`src/rtl/led_matrix_scan_if.sv`:
```
// Grid/display bus between the life engine (master) and the LED matrix scanner (slave).
interface led_matrix_scan_if;
  logic [63:0] grid;
  logic        enable;
  logic [7:0]  row_sel;
  logic [7:0]  col_data;
  logic        frame_start;
  logic [7:0]  frame_count;

  modport master (
    output grid, enable,
    input  row_sel, col_data, frame_start, frame_count
  );

  modport slave (
    input  grid, enable,
    output row_sel, col_data, frame_start, frame_count
  );
endinterface

```
`src/rtl/led_matrix_scan.sv`:
```
// Row-multiplexed 8x8 LED driver: snapshots the life grid once per frame, then
// scans it row by row with a fixed dwell and optional blanking before each row.
module led_matrix_scan #(
  parameter int DWELL_CYCLES = 4,
  parameter int BLANK_CYCLES = 1
) (
  input logic             clk,
  input logic             reset,
  led_matrix_scan_if.slave bus
);

  localparam int MAXC = (DWELL_CYCLES > BLANK_CYCLES) ? DWELL_CYCLES : BLANK_CYCLES;
  localparam int CW   = $clog2((MAXC > 2) ? MAXC : 2);
  localparam logic [CW-1:0] DWELL_LAST = CW'(DWELL_CYCLES - 1);
  localparam logic [CW-1:0] BLANK_LAST = CW'((BLANK_CYCLES > 0) ? BLANK_CYCLES - 1 : 0);

  typedef enum logic [1:0] {IDLE, LOAD, BLANK, DRIVE} state_t;

  state_t        state;
  logic [2:0]    row;
  logic [2:0]    nrow;
  logic [CW-1:0] cnt;
  logic [63:0]   frame_buf;

  function automatic logic [7:0] row_bits(input logic [63:0] fb, input logic [2:0] r);
    return fb[{r, 3'b000} +: 8];
  endfunction

  assign nrow = row + 3'd1;

  // Outputs are registered from the next-state decision so they line up with the state they describe.
  always_ff @(posedge clk) begin
    if (reset) begin
      state           <= IDLE;
      row             <= 3'd0;
      cnt             <= '0;
      frame_buf       <= 64'd0;
      bus.row_sel     <= 8'd0;
      bus.col_data    <= 8'd0;
      bus.frame_start <= 1'b0;
      bus.frame_count <= 8'd0;
    end else begin
      bus.frame_start <= 1'b0;
      bus.row_sel     <= 8'd0;
      bus.col_data    <= 8'd0;
      case (state)
        IDLE: begin
          if (bus.enable) begin
            state           <= LOAD;
            bus.frame_start <= 1'b1;
          end
        end
        LOAD: begin
          frame_buf       <= bus.grid;
          row             <= 3'd0;
          cnt             <= '0;
          bus.frame_count <= bus.frame_count + 8'd1;
          if (BLANK_CYCLES == 0) begin
            state        <= DRIVE;
            bus.row_sel  <= 8'd1;
            bus.col_data <= bus.grid[7:0];
          end else begin
            state <= BLANK;
          end
        end
        BLANK: begin
          if (cnt == BLANK_LAST) begin
            cnt          <= '0;
            state        <= DRIVE;
            bus.row_sel  <= 8'd1 << row;
            bus.col_data <= row_bits(frame_buf, row);
          end else begin
            cnt <= cnt + 1'b1;
          end
        end
        DRIVE: begin
          if (cnt == DWELL_LAST) begin
            cnt <= '0;
            if (row != 3'd7) begin
              row <= nrow;
              if (BLANK_CYCLES == 0) begin
                state        <= DRIVE;
                bus.row_sel  <= 8'd1 << nrow;
                bus.col_data <= row_bits(frame_buf, nrow);
              end else begin
                state <= BLANK;
              end
            end else if (bus.enable) begin
              // Back-to-back frames: enable is only looked at after the last row.
              state           <= LOAD;
              bus.frame_start <= 1'b1;
            end else begin
              state <= IDLE;
            end
          end else begin
            cnt          <= cnt + 1'b1;
            bus.row_sel  <= 8'd1 << row;
            bus.col_data <= row_bits(frame_buf, row);
          end
        end
        default: state <= IDLE;
      endcase
    end
  end

endmodule

```
`src/flat_wrapper.sv`:
```
// flat-port wrapper written by rule: the top's interface ports become plain ports
module led_matrix_scan_flat 
#(
  parameter int DWELL_CYCLES = 4,
  parameter int BLANK_CYCLES = 1
)
  (clk, reset, bus_grid, bus_enable, bus_row_sel, bus_col_data, bus_frame_start, bus_frame_count);
  led_matrix_scan_if bus_i ();
  input logic clk;
  input logic reset;
  input wire logic [$bits(bus_i.grid)-1:0] bus_grid;
  input wire logic [$bits(bus_i.enable)-1:0] bus_enable;
  output wire logic [$bits(bus_i.row_sel)-1:0] bus_row_sel;
  output wire logic [$bits(bus_i.col_data)-1:0] bus_col_data;
  output wire logic [$bits(bus_i.frame_start)-1:0] bus_frame_start;
  output wire logic [$bits(bus_i.frame_count)-1:0] bus_frame_count;
  assign bus_i.grid = bus_grid;
  assign bus_i.enable = bus_enable;
  assign bus_row_sel = bus_i.row_sel;
  assign bus_col_data = bus_i.col_data;
  assign bus_frame_start = bus_i.frame_start;
  assign bus_frame_count = bus_i.frame_count;
  led_matrix_scan #(.DWELL_CYCLES(DWELL_CYCLES), .BLANK_CYCLES(BLANK_CYCLES)) u_core (.clk(clk), .reset(reset), .bus(bus_i));
endmodule
```
`config.mk`:
```
export PLATFORM = sky130hd
export DESIGN_NAME = led_matrix_scan_flat
export DESIGN_NICKNAME = d
export VERILOG_FILES = /design/src/rtl/led_matrix_scan_if.sv /design/src/rtl/led_matrix_scan.sv /design/src/flat_wrapper.sv
export SDC_FILE = /design/constraint.sdc
export NUM_CORES = 1
export LEC_CHECK = 0
export BUFFER_PORTS_ARGS = -buffer_cell sky130_fd_sc_hd__buf_2
export CORE_UTILIZATION = 54
export DETAILED_ROUTE_END_ITERATION = 16
export GPL_TIMING_DRIVEN = 0
export PLACE_DENSITY = 0.8
export SYNTH_ARGS = -nofsm -noshare
export SYNTH_HDL_FRONTEND = slang
export SYNTH_SLANG_ARGS = --single-unit
```
`constraint.sdc`:
```
create_clock -name clk -period 2.25 [get_ports clk]
set_clock_uncertainty 0.1 [all_clocks]
set_input_delay 0.225 -clock clk [delete_from_list [all_inputs] [get_ports clk]]
set_output_delay 0.225 -clock clk [all_outputs]
set_load 0.1 [all_outputs]
```
# Word level (Yosys, flattened, before mapping)
# Cells that the tools add are included.
# classes
addsub	3
eq_ne	9
shift	2
muxes	22
reduce_logical	6
# ops
operator	n
$shiftx 64x7->8	1
$mux 8	4
$pmux 8 s2	2
$mux 2	6
$add 8x1->8 const B	1
$pmux 2 s4	1
$shl 1x3->8 const A	1
$eq 2x2->1 const B	3
$mux 3	2
$ne 2x1->1 const B	3
$pmux 2 s3	1
$pmux 3 s2	1
$reduce_and 3->1	2
$logic_not 2->1	2
$mux 1	4
$add 3x1->3 const B	1
$ne 3x3->1 const B	1
$reduce_bool 3->1	1
$add 2x1->2 const B	1
$eq 2x1->1 const B	1
$ne 2x2->1 const B	1
$pmux 1 s2	1
$reduce_bool 2->1	1
# totals
regBits	96
in_bits	67
wordCells	50

# Longest topological paths before layout
# Gate-level depths: netlist of run 1.
# depth
depth_word	4
mapped_depth	7
depth_no_buf	5

# Least setup slack after synthesis of run 1
# Ideal clock, no wire load.
# synth_timing
path_kind	reg-to-reg
start	register u_core.bus.frame_count[0]
end	register u_core.bus.frame_count[7]
arrival_time_ns	1.882
slack_ns	0.197
path_stages_with_launch	4
n_path_buf	0
path_cell_list	dfxtp_1 -> nand4_1 -> or4_1 -> a21oi_1
# synth_between
elab_chain_cells	1
# synth_rtl
element	line	text
from (decl)	led_matrix_scan_if.sv:17	output row_sel, col_data, frame_start, frame_count
from (signal assigned)	led_matrix_scan.sv:57	bus.frame_count <= bus.frame_count + 8'd1;
$add 8x1->8	led_matrix_scan.sv:57	
# Every way passes these cells.
# A chain may end at the register's enable or synchronous reset.

# Worst setup path in the final report of run 1
# layout_timing
start	register u_core.state[1]
end	register u_core.frame_buf[15]
# layout_between
elab_chain_cells	1
# layout_rtl
element	line	text
from (decl)	led_matrix_scan.sv:19	state_t state;
from (signal assigned)	led_matrix_scan.sv:34	state <= IDLE;
from (signal assigned)	led_matrix_scan.sv:49	state <= LOAD;
from (signal assigned)	led_matrix_scan.sv:59	state <= DRIVE;
$eq 2x1->1	led_matrix_scan.sv:46	case (state)
to (signal assigned)	led_matrix_scan.sv:54	frame_buf <= bus.grid;
to (decl)	led_matrix_scan.sv:23	logic [63:0] frame_buf;
# Every way passes these cells.

==> results of run 1 <==
cell type report:
type / count / area, um^2 / area share [%]
Tap cell: 99 / 124 / 2.41
Clock inverter: 5 / 81.3 / 1.58
Clock buffer: 11 / 131 / 2.55
Buffer: 24 / 138 / 2.67
Sequential cell: 96 / 1920 / 37.3
Inverter: 9 / 33.8 / 0.656
Timing Repair Buffer: 122 / 766 / 14.9
Multi-Input combinational cell: 234 / 1950 / 37.9
worst max-delay path, cell delays in order, from the launching register on:
cell	delay [ns]
sky130_fd_sc_hd__dfxtp_1	0.37
sky130_fd_sc_hd__inv_1	0.12
sky130_fd_sc_hd__ha_1	0.14
sky130_fd_sc_hd__buf_2	0.19
sky130_fd_sc_hd__buf_2	0.31
sky130_fd_sc_hd__buf_4	0.29
sky130_fd_sc_hd__mux2i_1	0.28
sky130_fd_sc_hd__nor2_1	0.07
Yosys cell counts (3+ instances only):
cell type and count:
sky130_fd_sc_hd__xor2_1 3, sky130_fd_sc_hd__mux4_1 8, sky130_fd_sc_hd__a22o_1 8, sky130_fd_sc_hd__nor2_1 71, sky130_fd_sc_hd__buf_1 3, sky130_fd_sc_hd__a21oi_1 7
sky130_fd_sc_hd__mux2i_1 65, sky130_fd_sc_hd__buf_4 3, sky130_fd_sc_hd__ha_1 15, sky130_fd_sc_hd__a211oi_1 5, sky130_fd_sc_hd__buf_2 10, sky130_fd_sc_hd__clkbuf_1 6
sky130_fd_sc_hd__nand2b_1 5, sky130_fd_sc_hd__o21ai_0 3, sky130_fd_sc_hd__inv_1 9, sky130_fd_sc_hd__dfxtp_1 96, sky130_fd_sc_hd__nand4_1 3, sky130_fd_sc_hd__nand2_1 3
sky130_fd_sc_hd__mux4_2 8, sky130_fd_sc_hd__and2_1 8, sky130_fd_sc_hd__nand3_1 4
power groups by stage:
stage	clock [mW]	sequential [mW]	combinational [mW]
2_1_floorplan	0	2.36	1.23
3_3_place_gp	0	2.21	1.71
3_5_place_dp	0	2.23	1.76
4_1_cts	1.22	2.19	1.81
5_1_grt	1.31	2.23	1.97
6_report	1.21	2.20	1.82
registers in the layout, summed over array words and instances, names as in the netlist:
signal and cells:
u_core.bus.col_data 8, u_core.bus.frame_count 8, u_core.frame_buf 64, u_core.cnt 2
u_core.bus.row_sel 8, u_core.bus.frame_start 1, u_core.row 3, u_core.state 2
per-layer routing:
layer / up-vias / global-route usage, % / part of all wire [%]
met5: - / 0 / 0
met4: 0 / 10.7 / 1.9
met3: 18 / 5.13 / 4.3
met2: 98 / 43.9 / 49
met1: 1495 / 32.9 / 45
li1: 1545 / - / -
worst paths after layout:
path | startpoint | to | slack, ns
setup / recovery | u_core.state[1]$_SDFFE_PP0P_ | u_core.frame_buf[15]$_SDFFE_PP0P_ | 0.26
hold / removal | bus_grid[13] | u_core.frame_buf[13]$_SDFFE_PP0P_ | 0.001
setup reg to reg | u_core.state[1]$_SDFFE_PP0P_ | u_core.frame_buf[15]$_SDFFE_PP0P_ | 0.26
hold reg to reg | u_core.frame_buf[24]$_SDFFE_PP0P_ | u_core.frame_buf[24]$_SDFFE_PP0P_ | 0.39
cell families after synthesis:
kind of cell	synth area share [%]
AOI/OAI and AO/OA	5.26
xor gates and xnor gates	0.866
adders and majority gates	4.64
buffers and inverters	4.24
DFF	47.5
muxes	26.0
and+or+nand+nor	11.5
through the flow:
| stage | utilization (%) | setup slack (ns) | cells |
|---|---|---|---|
| 2_1_floorplan | - | 0.197 | 363 |
| 3_3_place_gp | 63.8 | 0.376 | 553 |
| 3_5_place_dp | 63.8 | 0.327 | 553 |
| 4_1_cts | 71.0 | 0.303 | 600 |
| 5_1_grt | 71.0 | 0.179 | 600 |
| 6_report | 71.0 | 0.261 | 600 |
==> impl_metrics.json, run 1 <==
{
  "outcome": "finished, final reports clean",
  "worst_pin_slew_ns": 0.590,
  "max_cap_viol_count": 0,
  "initial_utilization_pct": 55.8,
  "reg2regPathDepth": 7,
  "rsz0062_at_grt": "false",
  "globalRouteTotalUtil_pct": 26.1,
  "synth_area_um2": 4050,
  "switching_share_of_power_pct": 34.0,
  "setup_tns_ns": 0,
  "worst_ep_required_time_ns": 2.39,
  "global_route_wire_length_before_repair_um": 14900,
  "holdCritPathClass": "in -> reg",
  "hold_path_depth": 3,
  "max_clock_freq_mhz": 503,
  "tritoncts": "done",
  "detailroute.via_count": 3156,
  "drtPass1Iterations": 4,
  "synth_enable_flop_cells": 0,
  "power.internal_mw": 3.45,
  "post_cts_resized": 0,
  "pwr-share-seq_pct": 42.0,
  "leading_cell_type_in_the_layout_fill_and_taps_excluded": "sky130_fd_sc_hd__buf_2",
  "antenna_cells_inserted": 0,
  "yosys.area.top_type_share_pct": 47.5,
  "synth_flop_cell": "sky130_fd_sc_hd__dfxtp_1",
  "worstSetupPathType": "reg -> reg",
  "vias_in_the_first_global_route": 3097,
  "drc_errors": 0,
  "die_height_um": 88.6,
  "nets": 578,
  "power.density_cell_area_nw_per_um2": 1010,
  "rows": 31,
  "synth-seq-cells": 96,
  "pin_count": 92,
  "maxSlewViolCount": 0,
  "fp.dieW_um": 88.6,
  "placement.cell_area_um2": 4620,
  "post_route_cells_drive_above_1_share_pct": 25.9,
  "power.share.clock_pct": 23.2,
  "cts.path.max_buffers": 2,
  "crit_arrival_ns": 2.13,
  "wl_um": 9440,
  "ys_warn_count": 0,
  "total_congestion_overflow": 0,
  "design_power_total_mw": 5.22,
  "finish.instance_area_um2": 5150,
  "highest_count_cells_in_the_layout_ignoring_fill_and_taps": "sky130_fd_sc_hd__buf_2, sky130_fd_sc_hd__dfxtp_1, sky130_fd_sc_hd__nor2_1, sky130_fd_sc_hd__mux2i_1, sky130_fd_sc_hd__dlygate4sd3_1",
  "detailedPlacementHpwl_um": 6340,
  "postCtsSetupBuffers": 0,
  "final_hold_viol_count": 0,
  "grt_antenna_before_repair": 0,
  "synth_async_sr_flop_share_pct": 0,
  "post-route-period-util_pct": 88.4,
  "synth_area_leader_cell": "sky130_fd_sc_hd__dfxtp_1",
  "place.gp.congestion": 0.806,
  "detail_route.wl_per_cell_um": 15.7,
  "clock_sink_count": 96,
  "path_clk_slew_ns": 0.10,
  "leakage_nw": 2.23,
  "die_area_um2": 7840,
  "cts.hold.buffers_added": 31,
  "synthesis.nets": 445,
  "cts_htree_levels": 3,
  "timing.hold.ws_ns": 0.00128,
  "antenna_violating_nets_post_route": 0,
  "synth.lib_cells_used.distinct": 37,
  "cts_root_buf": "sky130_fd_sc_hd__clkbuf_8",
  "cp-start-kind": "flip-flop",
  "switching_power_mw": 1.78,
  "share_comb_of_total_power_pct": 34.8,
  "count_of_mapped_cells_out_of_synthesis": 363,
  "vias_per_cell": 5.26,
  "slew-limit-headroom_pct": 60.7,
  "detail_route.iter0.violations": 168,
  "area_growth_from_synthesis_to_final_layout_pct": 27.3,
  "filler_cell_count": 539,
  "coreArea_um2": 7250,
  "pin_count_of_the_biggest_net_entering_global_routing": 16,
  "ys_top_cells_by_area": "sky130_fd_sc_hd__dfxtp_1, sky130_fd_sc_hd__mux2i_1, sky130_fd_sc_hd__nor2_1",
  "period_needed_ns": 1.99,
  "setup.worst_path.end_class": "flip-flop",
  "clkLatencyLatePin_ns": 0.37,
  "highest_net_fanout_along_the_worst_path": 10,
  "worst_ir_drop_vdd_uv": 478,
  "seq_area_frac_synth_pct": 47.5,
  "cts-buffers-inserted": 9,
  "syn-mean-instance-area_um2": 11.1,
  "final_setup_violation_count": 0,
  "portBuffers": 91
}
Note: power is estimated with default switching activity, not from simulation.
==> run 2, diff against run 1 <==
--- a/config.mk
+++ b/config.mk
@@ -5,11 +5,13 @@
 export SDC_FILE = /design/constraint.sdc
 export NUM_CORES = 1
 export LEC_CHECK = 0
+export ABC_AREA = 1
 export BUFFER_PORTS_ARGS = -buffer_cell sky130_fd_sc_hd__buf_2
 export CORE_UTILIZATION = 54
 export DETAILED_ROUTE_END_ITERATION = 16
 export GPL_TIMING_DRIVEN = 0
-export PLACE_DENSITY = 0.8
+export PLACE_DENSITY = 0.79
 export SYNTH_ARGS = -nofsm -noshare
 export SYNTH_HDL_FRONTEND = slang
 export SYNTH_SLANG_ARGS = --single-unit
+export TNS_END_PERCENT = 50
==> run 2 against run 1 <==
The flow now finishes with violations (negative hold slack). Total power rose by 20%. Synthesized cell count increased by 54%. Register-to-register slack improved by 0.29 ns. Largest cell class is now flip-flops and latches. Critical endpoint is now u_core.frame_buf[50]$_SDFFE_PP0P_. Maximum frequency rose by 17%. Hold slack got worse by 0.014 ns.
==> impl_metrics.json, run 2 <==
{
  "place.gp.congestion": 0.866,
  "pwr-share-seq_pct": 39.0,
  "cp-endpoint": "u_core.frame_buf[50]$_SDFFE_PP0P_",
  "slew-limit-headroom_pct": 67.8,
  "synth_area_um2": 4250,
  "initial_utilization_pct": 57.3,
  "drc_errors": 0,
  "ys_warn_count": 0,
  "cts.path.max_buffers": 2,
  "outcome": "finished, violations left",
  "holdCritStartpoint": "bus_grid[38]",
  "reg2regPathDepth": 6,
  "cp-start-kind": "flip-flop",
  "die_area_um2": 8220,
  "failing_checks": "negative hold slack",
  "portBuffers": 90,
  "wl_um": 11400,
  "path_clk_slew_ns": 0.10,
  "flip_flop_count_of_the_largest_register_all_copies_and_words_added": 64,
  "coreArea_um2": 7410,
  "holdCritPathClass": "in -> reg",
  "fp.dieW_um": 90.7,
  "syn-mean-instance-area_um2": 7.59,
  "setup.worst_path.end_class": "flip-flop",
  "synth.lib_cells_used.distinct": 28,
  "switching_power_mw": 2.67,
  "max_cap_viol_count": 0,
  "post_route_cells_drive_above_1_share_pct": 21.7,
  "pin_count_of_the_biggest_net_entering_global_routing": 17,
  "worstSetupPathType": "reg -> reg",
  "synth_flop_cell": "sky130_fd_sc_hd__dfxtp_1",
  "global_route_wire_length_before_repair_um": 18400,
  "worst_ir_drop_vdd_uv": 740,
  "switching_share_of_power_pct": 42.6,
  "cts_root_buf": "sky130_fd_sc_hd__clkbuf_8",
  "final_hold_viol_count": 3,
  "nets": 774,
  "cts_htree_levels": 3,
  "count_of_mapped_cells_out_of_synthesis": 559,
  "rows": 31,
  "sequential_cell_area_um2": 1920,
  "seq_area_frac_synth_pct": 45.3,
  "detailroute.via_count": 4220,
  "synthesis.nets": 641,
  "highest_count_cells_in_the_layout_ignoring_fill_and_taps": "sky130_fd_sc_hd__nor2_1, sky130_fd_sc_hd__buf_2, sky130_fd_sc_hd__dfxtp_1, sky130_fd_sc_hd__o21ai_0, sky130_fd_sc_hd__nand2_1",
  "synth_area_leader_cell": "sky130_fd_sc_hd__dfxtp_1",
  "clkLatencyLatePin_ns": 0.37,
  "leading_cell_type_in_the_layout_fill_and_taps_excluded": "sky130_fd_sc_hd__nor2_1",
  "cts.hold.buffers_added": 32,
  "power.share.clock_pct": 18.1,
  "pin_count": 92,
  "detail_route.wl_per_cell_um": 14.3,
  "ff2ff_setup_slack_ns": 0.55,
  "tritoncts": "done",
  "power.internal_mw": 3.60,
  "vias_per_cell": 5.30,
  "synth_enable_flop_cells": 0,
  "synth-seq-cells": 96,
  "total_congestion_overflow": 0,
  "worst_ep_required_time_ns": 2.45,
  "vias_in_the_first_global_route": 4077,
  "timing.hold.ws_ns": -0.0128,
  "maxSlewViolCount": 0,
  "post-route-period-util_pct": 75.7,
  "largest_register": "u_core.frame_buf",
  "detail_route.iter0.violations": 350,
  "post_cts_resized": 0,
  "ys_top_cells_by_area": "sky130_fd_sc_hd__dfxtp_1, sky130_fd_sc_hd__nor2_1, sky130_fd_sc_hd__o21ai_0",
  "yosys.area.top_type_share_pct": 45.3,
  "regToRegStartpoint": "u_core.state[1]$_SDFFE_PP0P_",
  "setup_tns_ns": 0,
  "area_growth_from_synthesis_to_final_layout_pct": 25.7,
  "leakage_nw": 2.53,
  "antenna_violating_nets_post_route": 0,
  "detailedPlacementHpwl_um": 7820,
  "power.density_cell_area_nw_per_um2": 1180,
  "worst_pin_slew_ns": 0.486,
  "synth_async_sr_flop_share_pct": 0,
  "share_comb_of_total_power_pct": 42.9,
  "post-synth-top-count-cell": "sky130_fd_sc_hd__nor2_1",
  "highest_net_fanout_along_the_worst_path": 10,
  "period_needed_ns": 1.70,
  "rsz0062_at_grt": "false",
  "die_height_um": 90.7,
  "final_setup_violation_count": 0,
  "drtPass1Iterations": 5,
  "netlist_top_cells_count": "sky130_fd_sc_hd__nor2_1, sky130_fd_sc_hd__dfxtp_1, sky130_fd_sc_hd__o21ai_0",
  "area_used_by_multi_input_combinational_logic_um2": 1890,
  "antenna_cells_inserted": 0,
  "filler_cell_count": 598,
  "crit_start": "u_core.state[1]$_SDFFE_PP0P_",
  "postCtsSetupBuffers": 0,
  "max_clock_freq_mhz": 587,
  "cts-buffers-inserted": 9,
  "clock_sink_count": 96,
  "crit_arrival_ns": 1.91,
  "globalRouteTotalUtil_pct": 28.1,
  "r2r_end": "u_core.frame_buf[50]$_SDFFE_PP0P_",
  "grt_antenna_before_repair": 0
}
run 2: changes by cell type in the layout (fill, tap and decap cells not counted), sizes merged, moves of 5 or more:
cell,delta
a22o,-8
mux2i,-65
o211ai,+9
and2,-8
o21ai,+99
inv,+38
buf,+11
a211oi,-5
nor2,+67
mux4,-16
nand2b,-5
a21oi,+33
nand2,+63
run 2: stage by stage:
step	utilization (%)	total power [mW]	std cells	setup WS, ns	instance area [um^2]
6_report	72.0	6.27	796	0.546	5340
3_5_place_dp	65.1	5.04	748	0.632	4820
4_1_cts	72.0	6.21	796	0.603	5340
3_3_place_gp	65.1	4.95	748	0.670	4820
2_1_floorplan	-	4.38	559	0.255	4250
5_1_grt	72.0	6.65	796	0.505	5340
run 2: per-layer routing:
metal,GRT usage [%],wire length (um)
met5,0,0
met4,11.8,354
met3,4.38,686
met2,49.2,5490
met1,34.1,4890
run 2: critical path, cell delays in order (launching register included):
cell and delay (ns):
sky130_fd_sc_hd__dfxtp_1 0.36, sky130_fd_sc_hd__inv_1 0.13, sky130_fd_sc_hd__ha_1 0.19, sky130_fd_sc_hd__buf_6 0.15, sky130_fd_sc_hd__clkbuf_1 0.37, sky130_fd_sc_hd__o21ai_0 0.20, sky130_fd_sc_hd__nor2_1 0.15
run 2: cells by family (layout without fill, tap and decap cells):
group | Yosys count | in the layout | share of synthesized area, %
simple gates | 215 | 215 | 21.4
compound gates | 153 | 153 | 18.7
flops | 96 | 96 | 45.3
buf+inv | 80 | 218 | 10.2
fa+ha+maj | 15 | 15 | 4.42
run 2: area by class of cell:
cell class	count	area share, %
sequential	96	36.0
timing repair buffer	122	14.4
inverter	46	3.42
multi-input combinational	383	35.4
tap	99	2.32
buffer	34	4.71
clock inverter	6	1.27
clock buffer	10	2.39
run 2: worst min-delay path by stage:
| stage | endpoint | slack (ns) | depth (start not counted) |
|---|---|---|---|
| floorplan | u_core.frame_buf[33]$_SDFFE_PP0P_ | 0.26 | 2 |
| global placement | u_core.frame_buf[28]$_SDFFE_PP0P_ | 0.34 | 2 |
| detailed placement | u_core.frame_buf[28]$_SDFFE_PP0P_ | 0.35 | 2 |
| CTS | u_core.frame_buf[41]$_SDFFE_PP0P_ | 0.0008 | 3 |
| global route | u_core.frame_buf[6]$_SDFFE_PP0P_ | 0.002 | 3 |
| finish | u_core.frame_buf[38]$_SDFFE_PP0P_ | -0.01 | 3 |
run 2: power groups by stage:
stage               Clock, mW  Combinational (mW)  Sequential, mW
detailed placement          0                2.58            2.46
global placement            0                2.51            2.44
finish                   1.14                2.69            2.44
global route             1.21                2.96            2.49
floorplan                   0                1.71            2.67
CTS                      1.14                2.64            2.43
